`src/rtl/plru_pkg.sv`:
```
// Shared types and tree-index helpers for the set-associative tree-PLRU replacer.
// Node k has children 2k+1 (lower half) and 2k+2 (upper half); root is node 0.
package plru_pkg;

    typedef enum logic [0:0] {
        PLRU_IDLE,
        PLRU_FLUSH
    } plru_fsm_e;

    function automatic int clog2_min1(input int n);
        return (n <= 1) ? 1 : $clog2(n);
    endfunction

    function automatic int node_parent(input int k);
        return (k - 1) / 2;
    endfunction

    function automatic int node_child(input int k, input int upper);
        return 2 * k + 1 + upper;
    endfunction

    // Node visited at depth 'level' on the root-to-leaf path of 'way'.
    function automatic int path_node(input int way, input int level, input int way_w);
        return (1 << level) - 1 + (way >> (way_w - level));
    endfunction

endpackage

```
`src/rtl/plru_tree_walk.sv`:
```
// Purpose: one PLRU tree; walks to the victim (steering around fully locked subtrees) and applies a touch.
// Latency: purely combinational. Backpressure: none, evaluated every cycle.
module plru_tree_walk
    import plru_pkg::*;
#(
    parameter int WAYS = 8
) (
    input  logic [WAYS-2:0]          tree_i,
    input  logic [$clog2(WAYS)-1:0]  touch_way_i,
    input  logic [WAYS-1:0]          lock_mask_i,
    output logic [$clog2(WAYS)-1:0]  victim_way_o,
    output logic [WAYS-2:0]          tree_o
);

    localparam int WAY_W = $clog2(WAYS);

    always_comb begin : walk
        int   node;
        int   base;
        int   half;
        logic lo_lk;
        logic hi_lk;
        logic dir;
        node  = 0;
        base  = 0;
        half  = 0;
        lo_lk = 1'b0;
        hi_lk = 1'b0;
        dir   = 1'b0;
        for (int l = 0; l < WAY_W; l++) begin
            half  = WAYS >> (l + 1);
            lo_lk = 1'b1;
            hi_lk = 1'b1;
            dir   = 1'b0;
            for (int w = 0; w < WAYS; w++) begin
                if (w >= base && w < base + half)
                    lo_lk = lo_lk & lock_mask_i[w];
                if (w >= base + half && w < base + 2 * half)
                    hi_lk = hi_lk & lock_mask_i[w];
            end
            for (int k = 0; k < WAYS - 1; k++)
                if (k == node) dir = tree_i[k];
            // A subtree with every way pinned can never supply a victim.
            if (lo_lk && !hi_lk)
                dir = 1'b1;
            else if (hi_lk && !lo_lk)
                dir = 1'b0;
            node = node_child(node, int'(dir));
            base = base + (dir ? half : 0);
        end
        victim_way_o = WAY_W'(base);
    end

    always_comb begin : touch
        int w;
        w      = int'(touch_way_i);
        tree_o = tree_i;
        for (int l = 0; l < WAY_W; l++)
            for (int k = 0; k < WAYS - 1; k++)
                if (k == path_node(w, l, WAY_W))
                    tree_o[k] = (((w >> (WAY_W - 1 - l)) & 1) == 0);
    end

endmodule

```
`src/rtl/plru_set_replacer.sv`:
```
// Purpose: SETS tree-PLRU trees; touch on hit, registered victim per request; optional PLRU_LOCK_EN way pinning.
// Latency: victim one cycle after accept; flush takes SETS cycles. Backpressure: ready_o=0 while flushing, inputs dropped.
module plru_set_replacer
    import plru_pkg::*;
#(
    parameter  int SETS  = 16,
    parameter  int WAYS  = 8,
    localparam int SET_W = clog2_min1(SETS),
    localparam int WAY_W = $clog2(WAYS)
) (
    input  logic             clk_i,
    input  logic             rst_i,
    input  logic             touch_valid_i,
    input  logic [SET_W-1:0] touch_set_i,
    input  logic [WAY_W-1:0] touch_way_i,
    input  logic             victim_req_i,
    input  logic [SET_W-1:0] victim_set_i,
    input  logic [WAYS-1:0]  valid_mask_i,
    output logic             victim_valid_o,
    output logic [WAY_W-1:0] victim_way_o,
    input  logic             flush_i,
`ifdef PLRU_LOCK_EN
    input  logic [WAYS-1:0]  lock_mask_i,
    output logic             victim_none_o,
`endif
    output logic             ready_o
);

    logic [WAYS-2:0]  tree_q [SETS];
    plru_fsm_e        state_q, state_d;
    logic [SET_W-1:0] cnt_q, cnt_d;
    logic             vld_q;
    logic [WAY_W-1:0] way_q;

    logic [WAYS-1:0]  lock;
    logic [SET_W-1:0] t_set, v_set;
    logic             acc_touch, acc_req;
    logic [WAYS-2:0]  t_upd, v_upd, victim_tree, pmask;
    logic [WAY_W-1:0] walk_way, touch_walk_way, victim_c, inv_way;
    logic             inv_found, none_c;

`ifdef PLRU_LOCK_EN
    assign lock = lock_mask_i;
`else
    assign lock = '0;
`endif

    assign t_set     = (SETS == 1) ? '0 : touch_set_i;
    assign v_set     = (SETS == 1) ? '0 : victim_set_i;
    assign ready_o   = (state_q == PLRU_IDLE);
    assign acc_touch = touch_valid_i & ready_o & ~flush_i;
    assign acc_req   = victim_req_i  & ready_o & ~flush_i;

    plru_tree_walk #(.WAYS(WAYS)) u_touch (
        .tree_i       (tree_q[t_set]),
        .touch_way_i  (touch_way_i),
        .lock_mask_i  (lock),
        .victim_way_o (touch_walk_way),
        .tree_o       (t_upd)
    );

    plru_tree_walk #(.WAYS(WAYS)) u_victim (
        .tree_i       (tree_q[v_set]),
        .touch_way_i  (victim_c),
        .lock_mask_i  (lock),
        .victim_way_o (walk_way),
        .tree_o       (v_upd)
    );

    always_comb begin
        inv_found = 1'b0;
        inv_way   = '0;
        for (int w = WAYS - 1; w >= 0; w--) begin
            if (!valid_mask_i[w] && !lock[w]) begin
                inv_found = 1'b1;
                inv_way   = WAY_W'(w);
            end
        end
        none_c   = &lock;
        victim_c = inv_found ? inv_way : walk_way;
    end

    // Same-set touch and allocation: victim path bits override the touched tree.
    always_comb begin
        pmask = '0;
        for (int l = 0; l < WAY_W; l++)
            for (int k = 0; k < WAYS - 1; k++)
                if (k == path_node(int'(victim_c), l, WAY_W))
                    pmask[k] = 1'b1;
        victim_tree = v_upd;
        if (acc_touch && (t_set == v_set))
            victim_tree = (t_upd & ~pmask) | (v_upd & pmask);
    end

    always_comb begin
        state_d = state_q;
        cnt_d   = cnt_q;
        case (state_q)
            PLRU_IDLE: begin
                if (flush_i) begin
                    state_d = PLRU_FLUSH;
                    cnt_d   = '0;
                end
            end
            PLRU_FLUSH: begin
                if (cnt_q == SET_W'(SETS - 1)) begin
                    state_d = PLRU_IDLE;
                    cnt_d   = '0;
                end else begin
                    cnt_d = cnt_q + 1'b1;
                end
            end
            default: begin
                state_d = PLRU_IDLE;
                cnt_d   = '0;
            end
        endcase
    end

    always_ff @(posedge clk_i or posedge rst_i) begin
        if (rst_i) begin
            state_q <= PLRU_IDLE;
            cnt_q   <= '0;
            vld_q   <= 1'b0;
            way_q   <= '0;
            for (int s = 0; s < SETS; s++)
                tree_q[s] <= '0;
        end else begin
            state_q <= state_d;
            cnt_q   <= cnt_d;
            vld_q   <= acc_req;
            if (acc_req)
                way_q <= none_c ? '0 : victim_c;
            if (state_q == PLRU_FLUSH) begin
                tree_q[cnt_q] <= '0;
            end else begin
                if (acc_touch)
                    tree_q[t_set] <= t_upd;
                if (acc_req && !none_c)
                    tree_q[v_set] <= victim_tree;
            end
        end
    end

`ifdef PLRU_LOCK_EN
    logic none_q;

    always_ff @(posedge clk_i or posedge rst_i) begin
        if (rst_i)
            none_q <= 1'b0;
        else
            none_q <= acc_req & none_c;
    end

    assign victim_none_o = none_q;
`endif

    assign victim_valid_o = vld_q;
    assign victim_way_o   = way_q;

endmodule

```
`config.mk`:
```
export PLATFORM = sky130hd
export DESIGN_NAME = plru_set_replacer
export DESIGN_NICKNAME = d
export VERILOG_FILES = /design/src/rtl/plru_pkg.sv /design/src/rtl/plru_tree_walk.sv /design/src/rtl/plru_set_replacer.sv
export SDC_FILE = /design/constraint.sdc
export NUM_CORES = 1
export LEC_CHECK = 0
export ABC_AREA = 0
export CAP_MARGIN = 20
export CORE_MARGIN = 2
export CORE_UTILIZATION = 45
export CTS_CLUSTER_SIZE = 24
export DETAILED_ROUTE_END_ITERATION = 6
export PLACE_DENSITY = 0.59
export SYNTH_ARGS = -nofsm -noshare
export SYNTH_HDL_FRONTEND = slang
export SYNTH_SLANG_ARGS = --single-unit
```
`constraint.sdc`:
```
create_clock -name clk_i -period 4.1 [get_ports clk_i]
set_input_delay 0.615 -clock clk_i [delete_from_list [all_inputs] [get_ports clk_i]]
set_output_delay 0.615 -clock clk_i [all_outputs]
set_load 0.005 [all_outputs]
```
==> run_results.csv <==
group,metric,value,unit
floorplanning,start_util,46.2,%
place,place_congestion,1.02,
clock_tree,cts_buffers,17,
logic_synthesis,synth_edf_count,0,
sta,clock.fmax,0.268,GHz
detailed_routing,vias,7710,
logic_synthesis,yosysMostFrequentCell,"dfrtp_1",
worst_setup_path,crit_type,"input pin to register",
place,io_buffers,28,
worst_setup_path,rr_endpoint,"tree_q[52]",
worst_setup_path,r2r_start,"tree_q[44]",
worst_setup_path,worst-path-max-fanout,16,
floorplanning,dieArea,0.0189,mm2
detailed_routing,drtAntennaViolNets,0,
logic_synthesis,ys_top_cells_by_area,"dfrtp_1 38%, mux4_2 8.4%, nand2_1 4.6%",
floorplanning,die_h,137,um
logic_synthesis,async_flop_share,100,%
clock_tree,cts_resized,0,
logic_synthesis,yosys.cell_types.count,63,
min_path,min_path_cells,2,
grt,grt_max_degree,72,
sta,worst_pin_slew,1.14,ns
logic_synthesis,seq_area_frac_synth,37.8,%
worst_setup_path,reg2reg_slack,0.80,ns
clock_tree,ctsLongestPathBuffers,2,
floorplanning,fp-row-count,48,
clock_tree,htreeDepth,4,
clock_tree,cts_root_buffer,"clkbuf_16",
min_path,hp-class,"register to register",
worst_setup_path,cp.required,4.37,ns
run_status,status,"complete, no violations",
logic_synthesis,synth_cells,803,
cells_and_area,drive_above_1_share,17.4,%
logic_synthesis,synth.cell_area,0.00801,mm2
sta,fin_crit_sh,91.0,%
detailed_routing,drt_iter0_drc,1030,
sta,final_max_slew_viol_count,0,
worst_setup_path,crit_path_start_kind,"input pin",
sta,fin_crit,3.73,ns
min_path,min-delay-start,"victim_way_o[2]",
power_and_ir_drop,p_per_area,469,mW/mm2
cells_and_area,fin_util,54.0,%
logic_synthesis,ys_ff_latch,121,
grt,track_usage,35.5,%
grt,grt_pass1_vias,7525,
clock_tree,clkLatencyLatePin,0.43,ns
sta,final-hold-violation-count,0,
detailed_routing,drtPass1Iterations,5,
grt,grt_overflow,0,
grt,grt_pass1_wl,48100,um
cells_and_area,antenna_cells,0,
grt,antenna_found_initial,1,
sta,finClkSkew,0.0109,ns
sta,finalSetupViolations,0,
min_path,hold_end,"victim_way_o[2]",
detailed_routing,viasPerCell,7.10,
clock_tree,cts.hold.buffers_added,0,
power_and_ir_drop,leakage,3.79,nW
sta,rsz0062_at_grt,"false",
worst_setup_path,worst_ep_arrival_time,4.00,ns
floorplanning,die_x,137,um
detailed_routing,drt_wl_total,31800,um
worst_setup_path,end_kind,"register",
floorplanning,ios,29,
detailed_routing,route.detailed.drc,0,
sta,relSlewSlack,23.6,%
clock_tree,clk_transition_reported_paths,0.06,ns
logic_synthesis,post-synth-top-area-cell,"dfrtp_1",
clock_tree,clock-sinks,121,
clock_tree,postCtsSetupBuffers,0,
clock_tree,cts_tree,"yes",
worst_setup_path,worst_r2r_path_depth,7,
logic_synthesis,synth_fp_nets,831,
logic_synthesis,synthFlopType,"dfrtp_1",
cells_and_area,area_delta_synth_final,17.0,%
place,dpl.hpwl,22700,um
detailed_routing,avgRoutedWirePerCell,29.3,um
sta,hold_slack,0.490,ns
sta,setup-tns-final,0,ns
logic_synthesis,avgSynthCellArea,9.98,um2
floorplanning,core-area,0.0174,mm2
logic_synthesis,ys_warn_count,0,
cells_and_area,final_nets,877,
logic_synthesis,yosysTopAreaCellShare,37.8,%
power_and_ir_drop,vdd_ir_drop_max,0.000405,V
logic_synthesis,synthTopCellsByCount,"121 x dfrtp_1, 99 x nand2_1, 94 x nor2_1",
worst_setup_path,crit_path_start,"victim_set_i[2]",
flow_run,cap_viol_max_count,0,
==> how the worst max path moves through the flow <==
stage / end / slack (ns) / cells past startpoint
floorplan: cnt_q[0] / 0.27 / 1
global placement: tree_q[108] / 0.08 / 8
detailed placement: tree_q[52] / -0.02 / 8
CTS: tree_q[24] / 0.41 / 8
global route: tree_q[108] / 0.17 / 9
finish: tree_q[52] / 0.37 / 9
==> metrics by stage <==
step	power (mW)	instances	setup WS, ns	cell area, um2
global placement	2.71	1054	0.0794	8750
CTS	4.36	1085	0.414	9370
global route	4.56	1086	0.165	9380
floorplan	2.27	803	0.271	8010
detailed placement	2.74	1054	-0.0237	8750
finish	4.40	1086	0.368	9380
==> sequential cells by signal, summed over array words and instances, names as in the netlist <==
register and count:
tree_q 112, cnt_q 4, victim_way_o 3, state_q 1
victim_valid_o 1
==> placed cells by master (no fill, tap or decap), drive strengths merged, types with 6 or more instances in the layout <==
master / instances
nor3: 13
nand2: 99
a211oi: 20
clkinv: 6
o21ai: 58
nand2b: 11
buf: 59
nor2b: 15
inv: 11
nand3: 18
mux2i: 17
clkdlybuf4s50: 26
nor2: 94
a32oi: 26
mux2: 10
a21oi: 35
a22oi: 21
mux4: 43
a311oi: 13
a221o: 32
o221ai: 32
clkbuf: 19
dfrtp: 121
==> critical path, stage by stage <==
cell	delay [ns]
clkdlybuf4s50_1	0.68
buf_4	0.25
nor2b_1	0.42
a22oi_1	0.13
nand2_1	0.19
mux2i_1	0.17
o211ai_1	0.42
mux2i_4	0.86
o221ai_1	0.25
==> power by group <==
part	switching [mW]	total, mW	leakage, nW	internal (mW)
Combinational	0.751	1.22	1.83	0.470
Sequential	0.180	1.54	1.66	1.36
Clock	0.611	1.63	0.301	1.02
Total	1.54	4.40	3.79	2.86
==> kinds of logic (layout without fill, tap and decap cells) <==
kind of cell / after synthesis / in the layout / share of synthesized area, %
simple gates: 273 / 273 / 15.0
compound gates: 262 / 262 / 25.0
flops: 121 / 121 / 37.8
mux: 70 / 70 / 16.9
buf+inv: 68 / 126 / 4.15
xor+xnor: 5 / 5 / 0.546
fa+ha+maj: 4 / 4 / 0.625
==> routing by layer <==
metal	track usage [%]	vias up	wire, um
li1	-	3241	-
met1	48.3	3856	12700
met2	53.8	520	14500
met3	7.84	93	3170
met4	17.1	0	1470
met5	0	-	0
==> final cells by class <==
class                   instances  area (um2)
flip-flops and latches        121        3030
multi-input cells             614        4650
well taps                     225         282
clock buffers                  18         429
repair buffers                 86         756
fillers                      1515        7980
inverters                       9        36.3
clock inverters                13         194
No activity file was read; power rests on OpenSTA's default activity.
